===== src/rtl/pulse_gen_pkg.sv =====
// Shared definitions for the request-driven pulse train generator:
// FSM state encoding, default parameter values and timing constants.
package pulse_gen_pkg;

    typedef enum logic [1:0] {
        S_IDLE = 2'd0,
        S_HIGH = 2'd1,
        S_LOW  = 2'd2,
        S_ACK  = 2'd3
    } state_t;

    localparam int CNT_W_DEFAULT       = 32;
    localparam int N_W_DEFAULT         = 16;
    localparam int SYNC_STAGES_DEFAULT = 2;

    // Shortest gap between pulses; a programmed low time of 0 is stretched to this.
    localparam int MIN_LOW_CYCLES = 1;

endpackage


===== src/rtl/bit_sync.sv =====
// Single-bit N-flop synchronizer with asynchronous active-low reset.
// STAGES = 0 passes the input straight through.
module bit_sync #(
    parameter int STAGES = 2
) (
    input  logic clk,
    input  logic rst_n,
    input  logic d,
    output logic q
);

    generate
        if (STAGES == 0) begin : g_bypass
            assign q = d;
        end else begin : g_sync
            logic [STAGES-1:0] sync_p;

            always_ff @(posedge clk or negedge rst_n) begin
                if (!rst_n) begin
                    sync_p <= '0;
                end else begin
                    sync_p[0] <= d;
                    for (int i = 1; i < STAGES; i++) begin
                        sync_p[i] <= sync_p[i-1];
                    end
                end
            end

            assign q = sync_p[STAGES-1];
        end
    endgenerate

endmodule


===== src/rtl/req_pulse_train.sv =====
// Four-phase req/ack responder: each accepted request emits n_pulses pulses of
// high_cycles high / low_cycles low on pulse_out, then holds ack until req drops.
module req_pulse_train
    import pulse_gen_pkg::*;
#(
    parameter int CNT_W       = CNT_W_DEFAULT,
    parameter int N_W         = N_W_DEFAULT,
    parameter int SYNC_STAGES = SYNC_STAGES_DEFAULT
) (
    input  logic             clk,
    input  logic             rst_n,
    input  logic             req,
    output logic             ack,
    input  logic [CNT_W-1:0] high_cycles,
    input  logic [CNT_W-1:0] low_cycles,
    input  logic [N_W-1:0]   n_pulses,
    output logic             pulse_out,
    output logic             busy
);

    localparam logic [CNT_W-1:0] CNT_ONE = CNT_W'(1);
    localparam logic [CNT_W-1:0] LOW_MIN = CNT_W'(MIN_LOW_CYCLES);
    localparam logic [N_W-1:0]   REM_ONE = N_W'(1);

    // Reload value for the low phase; low_cycles below the minimum gap is stretched.
    function automatic logic [CNT_W-1:0] low_reload(input logic [CNT_W-1:0] low);
        return (low < LOW_MIN) ? (LOW_MIN - CNT_ONE) : (low - CNT_ONE);
    endfunction

    logic req_s;

    state_t           state_q, state_d;
    logic [CNT_W-1:0] cnt_q, cnt_d;
    logic [N_W-1:0]   rem_q, rem_d;
    logic [CNT_W-1:0] sh_high_q, sh_high_d;
    logic [CNT_W-1:0] sh_low_q, sh_low_d;
    logic             pulse_q, pulse_d;
    logic             ack_q, ack_d;

    bit_sync #(
        .STAGES (SYNC_STAGES)
    ) u_req_sync (
        .clk   (clk),
        .rst_n (rst_n),
        .d     (req),
        .q     (req_s)
    );

    always_ff @(posedge clk or negedge rst_n) begin
        if (!rst_n) begin
            state_q   <= S_IDLE;
            cnt_q     <= '0;
            rem_q     <= '0;
            sh_high_q <= '0;
            sh_low_q  <= '0;
            pulse_q   <= 1'b0;
            ack_q     <= 1'b0;
        end else begin
            state_q   <= state_d;
            cnt_q     <= cnt_d;
            rem_q     <= rem_d;
            sh_high_q <= sh_high_d;
            sh_low_q  <= sh_low_d;
            pulse_q   <= pulse_d;
            ack_q     <= ack_d;
        end
    end

    always_comb begin
        state_d   = state_q;
        cnt_d     = cnt_q;
        rem_d     = rem_q;
        sh_high_d = sh_high_q;
        sh_low_d  = sh_low_q;
        pulse_d   = pulse_q;
        ack_d     = ack_q;

        unique case (state_q)
            S_IDLE: begin
                pulse_d = 1'b0;
                ack_d   = 1'b0;
                if (req_s) begin
                    sh_high_d = high_cycles;
                    sh_low_d  = low_cycles;
                    if ((n_pulses == '0) || (high_cycles == '0)) begin
                        ack_d   = 1'b1;
                        state_d = S_ACK;
                    end else begin
                        pulse_d = 1'b1;
                        cnt_d   = high_cycles - CNT_ONE;
                        rem_d   = n_pulses;
                        state_d = S_HIGH;
                    end
                end
            end

            S_HIGH: begin
                if (cnt_q != '0) begin
                    cnt_d = cnt_q - CNT_ONE;
                end else if (rem_q == REM_ONE) begin
                    // Last pulse falls on the same edge that ack rises.
                    pulse_d = 1'b0;
                    ack_d   = 1'b1;
                    state_d = S_ACK;
                end else begin
                    rem_d   = rem_q - REM_ONE;
                    pulse_d = 1'b0;
                    cnt_d   = low_reload(sh_low_q);
                    state_d = S_LOW;
                end
            end

            S_LOW: begin
                if (cnt_q != '0) begin
                    cnt_d = cnt_q - CNT_ONE;
                end else begin
                    pulse_d = 1'b1;
                    cnt_d   = sh_high_q - CNT_ONE;
                    state_d = S_HIGH;
                end
            end

            S_ACK: begin
                if (!req_s) begin
                    ack_d   = 1'b0;
                    state_d = S_IDLE;
                end
            end

            default: begin
                state_d = S_IDLE;
            end
        endcase
    end

    assign ack       = ack_q;
    assign pulse_out = pulse_q;
    assign busy      = (state_q != S_IDLE);

endmodule


===== config.mk =====
export PLATFORM = sky130hd
export DESIGN_NAME = req_pulse_train
export DESIGN_NICKNAME = d
export VERILOG_FILES = /design/src/rtl/pulse_gen_pkg.sv /design/src/rtl/bit_sync.sv /design/src/rtl/req_pulse_train.sv
export SDC_FILE = /design/constraint.sdc
export NUM_CORES = 1
export LEC_CHECK = 0
export ABC_AREA = 1
export BUFFER_PORTS_ARGS = -buffer_cell sky130_fd_sc_hd__clkbuf_2
export CAP_MARGIN = 5
export CELL_PAD_IN_SITES_DETAIL_PLACEMENT = 0
export CELL_PAD_IN_SITES_GLOBAL_PLACEMENT = 1
export CORE_MARGIN = 5
export CORE_UTILIZATION = 43
export CTS_CLUSTER_SIZE = 24
export DETAILED_ROUTE_END_ITERATION = 8
export GPL_TIMING_DRIVEN = 0
export PLACE_DENSITY_LB_ADDON = 0.1
export SLEW_MARGIN = 30
export SYNTH_ARGS = -nofsm -noshare
export SYNTH_HDL_FRONTEND = slang
export SYNTH_SLANG_ARGS = --single-unit

===== constraint.sdc =====
create_clock -name clk -period 2.38 [get_ports clk]
set_input_delay 0.476 -clock clk [delete_from_list [all_inputs] [get_ports clk]]
set_output_delay 0.476 -clock clk [all_outputs]
set_load 0.01 [all_outputs]

# Word level (Yosys, flattened, before mapping)
# Index checks and enable logic that the tools add are counted.
op_classes:
  reduce_logical: 15
  n_mux: 30
  n_addsub: 5
  n_eq_ne: 12
  magnitude_cmp: 1
ops:
  columns: ["op", "n"]
  rows:
  - ["2-to-1 mux 32 bit", 6]
  - ["subtractor 32 x 1 -> 32 bit (second input constant)", 4]
  - ["one-hot mux 32 bit (3 select lines)", 1]
  - ["2-to-1 mux 16 bit", 4]
  - ["zero test 32 bit", 1]
  - ["< comparator 32 x 1 -> 1 bit (second input constant)", 1]
  - ["one-hot mux 16 bit (2 select lines)", 1]
  - ["nonzero test 32 bit", 1]
  - ["equality test 16 x 1 -> 1 bit (second input constant)", 1]
  - ["zero test 16 bit", 1]
  - ["subtractor 16 x 1 -> 16 bit (second input constant)", 1]
  - ["!= test 2 bit (second input constant)", 6]
  - ["AND reduction 4 bit", 3]
  - ["2-to-1 mux 1 bit", 10]
  - ["2-to-1 mux 2 bit", 5]
  - ["one-hot mux 2 bit (4 select lines)", 1]
  - ["one-hot mux 1 bit (3 select lines)", 2]
  - ["nonzero test 3 bit", 2]
  - ["AND reduction 5 bit", 1]
  - ["equality test 2 bit (second input constant)", 2]
  - ["nonzero test 2 bit", 2]
  - ["!= test 3 bit (second input constant)", 1]
  - ["AND reduction 3 bit", 1]
  - ["equality test 2 x 1 -> 1 bit (second input constant)", 1]
  - ["other kinds (4)", 4]
totals:
  out_inout_bits: 3
  in_bits: 83
  elab_cells: 71
  register_bits: 118

# Depth between registers and ports, before layout
logic_depth:
  depth_word: 5
  ltp_mapped: 15

# Hierarchy
# Synthesis repeated with hierarchy kept, for this count alone.
hier_totals:
  cells_unflattened: 1499
  area_unflattened_um2: 9437.8
by_module_without_submodules:
  columns: ["module", "cells_each", "n_inst", "seq_area_each_um2", "area_each_um2"]
  rows:
  - ["req_pulse_train", 1497, 1, 2902.8, 9387.8]
  - ["bit_sync", 2, 1, 50.0, 50.0]

# Worst setup path after synthesis
# Ideal clock, no wire load.
synth_path:
  path_kind: "register to register"
  start: "reg state_q[1]"
  end: "reg cnt_q[11]"
  setup_ps: 116
  path_stages_with_launch: 12
  n_path_buf: 2
  arrival_time_ps: 1877
  t_required_ps: 2264
  slack_ps: 386
  synth_period_minus_slack_ps: 1994
  path_cell_list: "dfrtp_1 inv_1 ha_1 nand4_2 nor4_4 a21oi_2 nand2_2 inv_2 buf_6 buf_6 nand2_1 nand2_1"
synth_between:
  elab_chain_cells: 3
synth_lines:
  columns: ["element", "line_no", "source"]
  rows:
  - ["start, declared", "req_pulse_train.sv:32", "state_t state_q, state_d;"]
  - ["start signal, assigned", "req_pulse_train.sv:59", "state_q <= state_d;"]
  - ["equality test 2 x 1 -> 1 bit (tied with other cells)", "req_pulse_train.sv:78", "unique case (state_q)"]
  - ["!= test 3 bit (no line) (tied with other cells)", null, null]
  - ["AND reduction 4 bit (no line)", null, null]
  - ["end signal, assigned", "req_pulse_train.sv:60", "cnt_q <= cnt_d;"]
  - ["end, declared", "req_pulse_train.sv:33", "logic [CNT_W-1:0] cnt_q, cnt_d;"]
# Parallel ways exist; a longest one is shown, timed or not.
# A chain may end at the register's enable or synchronous reset.

# Worst setup path after layout
layout_path:
  start: "reg state_q[0]"
  end: "reg cnt_q[5]"
# Same word-level chain as after synthesis.

==> metrics.txt <==
Hold WC Path Type=in -> async; antenna-violating nets left=0; Setup crit end kind=flop; final non-filler cell total=about 2000; CTS tree=built; vias per cell=5.34; Die Area=approximately 26000 um2; FF/Latch Area=about 3000 um2; status=finished clean; buffers added on ports=85; met3 Usage GRT=0.0508; synthesized net count=about 1700; Fill cells=approximately 2400; RSZ-0062 raised after global routing=yes; Slew @ Worst Pin=0.644 ns; Synth Instances=1605; Slew Viols, Final=0; async set-reset flop share out of synthesis=1.00; Clock Skews=about 0.011 ns; Placed Cells=just under 2000; initial antenna violation count=0; Seq cells post-synth=between 100 and 150; met1 usage=0.391; via count=10736; Core ar.=22000 um2; post-route clock period utilization=0.972; multi-input logic area=5990 um2; Worst slew margin=0.570; reg-to-reg setup timing slack=0.07 ns; drt pass-1 iters=7; WL final=37800 um; CP Class=reg -> reg; grt peak-use layer=met2; total gr overflow=0; PwrDens=447 nW/um2; worst r2r src=state_q[0]; drt wl/cell=about 19 um; EDFF count, synth=0; Distinct cells, synth=44; Placed Instance Area=10500 um2; dpl hpwl=30600 um; M2 GR Usage=0.494; Site Rows=54; Num CTS Buffers=17; clk buf depth=2; worst path required time=2.75 ns; area grow syn2layout=16.8%; Max Fanout on Critical Path=10; mapped cell area=a little under 10000 um2; GRT Overall Usage=0.295; Hold Violations, Final=0; Placer Congestion=1.00; post-layout instance area=11300 um2; first-pass GRT wire length=59000 um; drt initial violations=904; leak pwr=5.31 nW; final setup violating endpoints=0; root buf cell=clkbuf_16; share of layout cells above drive strength 1=0.124; clock slew at reported path FFs=0.06 ns; H-tree levels=4; Die H=160 um; dominant synthesized flop cell=dfrtp_1; Chip Width=160 um; syn_area_per_cell=6.01 um2; Initial Util=0.439; # diodes=0; IO Pins=86; Tmin final=2.31 ns; Power Total=5.04 mW; clk sink count=~120; Final nets=around 1800; worst vdd ir=~380 uV; clock latency at the later pin of the worst-skew pair=0.43 ns; WHS=roughly 0.0069 ns; # Max-Cap Violations=0; largest net degree at the start of global routing=64; FF-to-FF path depth=10; crit start category=flop; vias in the first global route=10512; reg2reg end=cnt_q[5]; Syn. warnings=0; FMAX=about 0.43 GHz; post-synthesis sequential area ratio=0.306; # DRC=0; hold_buf cts=0; Data arrival, critical path=about 2.7 ns
[metal layers]
| metal | wire, um | up-vias |
|---|---|---|
| met5 | 0 | - |
| li1 | - | 5326 |
| met3 | 2590 | 63 |
| met4 | 1110 | 0 |
| met2 | 17900 | 375 |
| met1 | 16200 | 4972 |
[state kept, by name, indices dropped and copies added, names as in the netlist]
register	count
u_req_sync.g_sync.sync_p	2
sh_high_q	32
ack	1
state_q	2
rem_q	16
cnt_q	32
pulse_out	1
sh_low_q	32
[area by class of cell]
type	count	area share
Inverter	174	0.0585
Sequential cell	118	0.262
Tap cell	280	0.0311
Clock buffer	20	0.0396
Buffer	42	0.0206
Clock inverter	12	0.0114
Timing Repair Buffer	93	0.0456
Multi-Input combinational cell	1270	0.531
[per-stage QoR]
step | util | setup slack (ns) | setup TNS (ns)
global route | 0.513 | -0.0324 | -0.0697
finish | 0.513 | 0.0674 | 0
global placement | 0.475 | -1.14 | -151.70
CTS | 0.505 | 0.000144 | 0
floorplan | - | 0.386 | 0
detailed placement | 0.476 | -0.475 | -18.19
[Yosys cell counts (5+ instances only)]
cell / number / area, um2
nand4_1: 18 / 113
nand3_1: 133 / 666
mux2_2: 5 / 56.3
nor2_1: 333 / 1250
buf_2: 5 / 25.0
o21ai_0: 87 / 435
ha_1: 11 / 138
nand2_1: 462 / 1730
dfrtp_1: 118 / 2950
o21ai_1: 21 / 105
nand3b_1: 5 / 37.5
xor2_1: 47 / 412
buf_4: 7 / 52.6
inv_1: 169 / 634
xnor2_1: 5 / 43.8
clkbuf_1: 26 / 97.6
nor3_1: 11 / 55.1
a21oi_1: 89 / 445
or2_2: 5 / 31.3
nor2_2: 7 / 43.8
[critical path, cell delays in order (launching register included)]
cell and delay [ns]:
dfrtp_1 0.42, inv_1 0.16, ha_2 0.42, inv_1 0.35, a21oi_4 0.39, a21oi_1 0.07
nand2_1 0.17, nand2_1 0.07, nand2_1 0.06, nand2_1 0.06, nand2_1 0.07
[worst max path at each step]
stage | start | to | slack, ns | depth (start not counted)
after global placement | rst_n | cnt_q[10] | -1.14 | 1
after floorplan | state_q[1] | cnt_q[11] | 0.39 | 11
after CTS | state_q[0] | cnt_q[4] | 0.0001 | 8
final | state_q[0] | cnt_q[5] | 0.07 | 10
after detailed placement | high_cycles[0] | cnt_q[15] | -0.48 | 13
after global routing | state_q[0] | cnt_q[5] | -0.03 | 10
[power breakdown]
group / switching, mW / leakage (nW) / total (mW) / internal [mW]
sequential: 0.0470 / 1.18 / 2.09 / 2.04
combinational: 0.258 / 3.85 / 0.388 / 0.130
clock: 0.996 / 0.276 / 2.56 / 1.56
total: 1.30 / 5.31 / 5.04 / 3.74
[kinds of logic (layout without fill, tap and decap cells)]
| logic type | after synthesis | after routing | share of synthesized area |
|---|---|---|---|
| AND/OR/NAND/NOR | 989 | 989 | 0.422 |
| buffers and inverters | 217 | 341 | 0.0901 |
| AO/OA/AOI/OAI | 213 | 213 | 0.115 |
| flip-flops | 118 | 118 | 0.306 |
| XOR/XNOR | 52 | 52 | 0.0472 |
| adder cells (fa/ha/maj) | 11 | 11 | 0.0143 |
| multiplexers | 5 | 5 | 0.00584 |
[placed cells by master (no fill, tap or decap), types with 5 or more instances in the layout]
cell type  count
nand2_1      456
nor2_1       321
inv_1        167
nand3_1      125
dfrtp_1      118
clkbuf_2      92
a21oi_1       89
o21ai_0       85
xor2_1        47
clkbuf_1      19
o21ai_1       19
nand4_1       18
clkbuf_16     17
nor2_2        14
buf_4         13
nor3_1        11
nand3_2        8
ha_1           8
nand2_2        7
nor2_4         6
inv_2          5
buf_6          5
o21ai_2        5
xnor2_1        5
or2_2          5
nand3b_1       5
mux2_2         5
[timing repair]
action,CTS,global route
buffers inserted,2,5
resized for setup,16,48
setup endpoints to repair,80,39
pin swaps,2,6
Note: power is estimated with default switching activity, not from simulation.
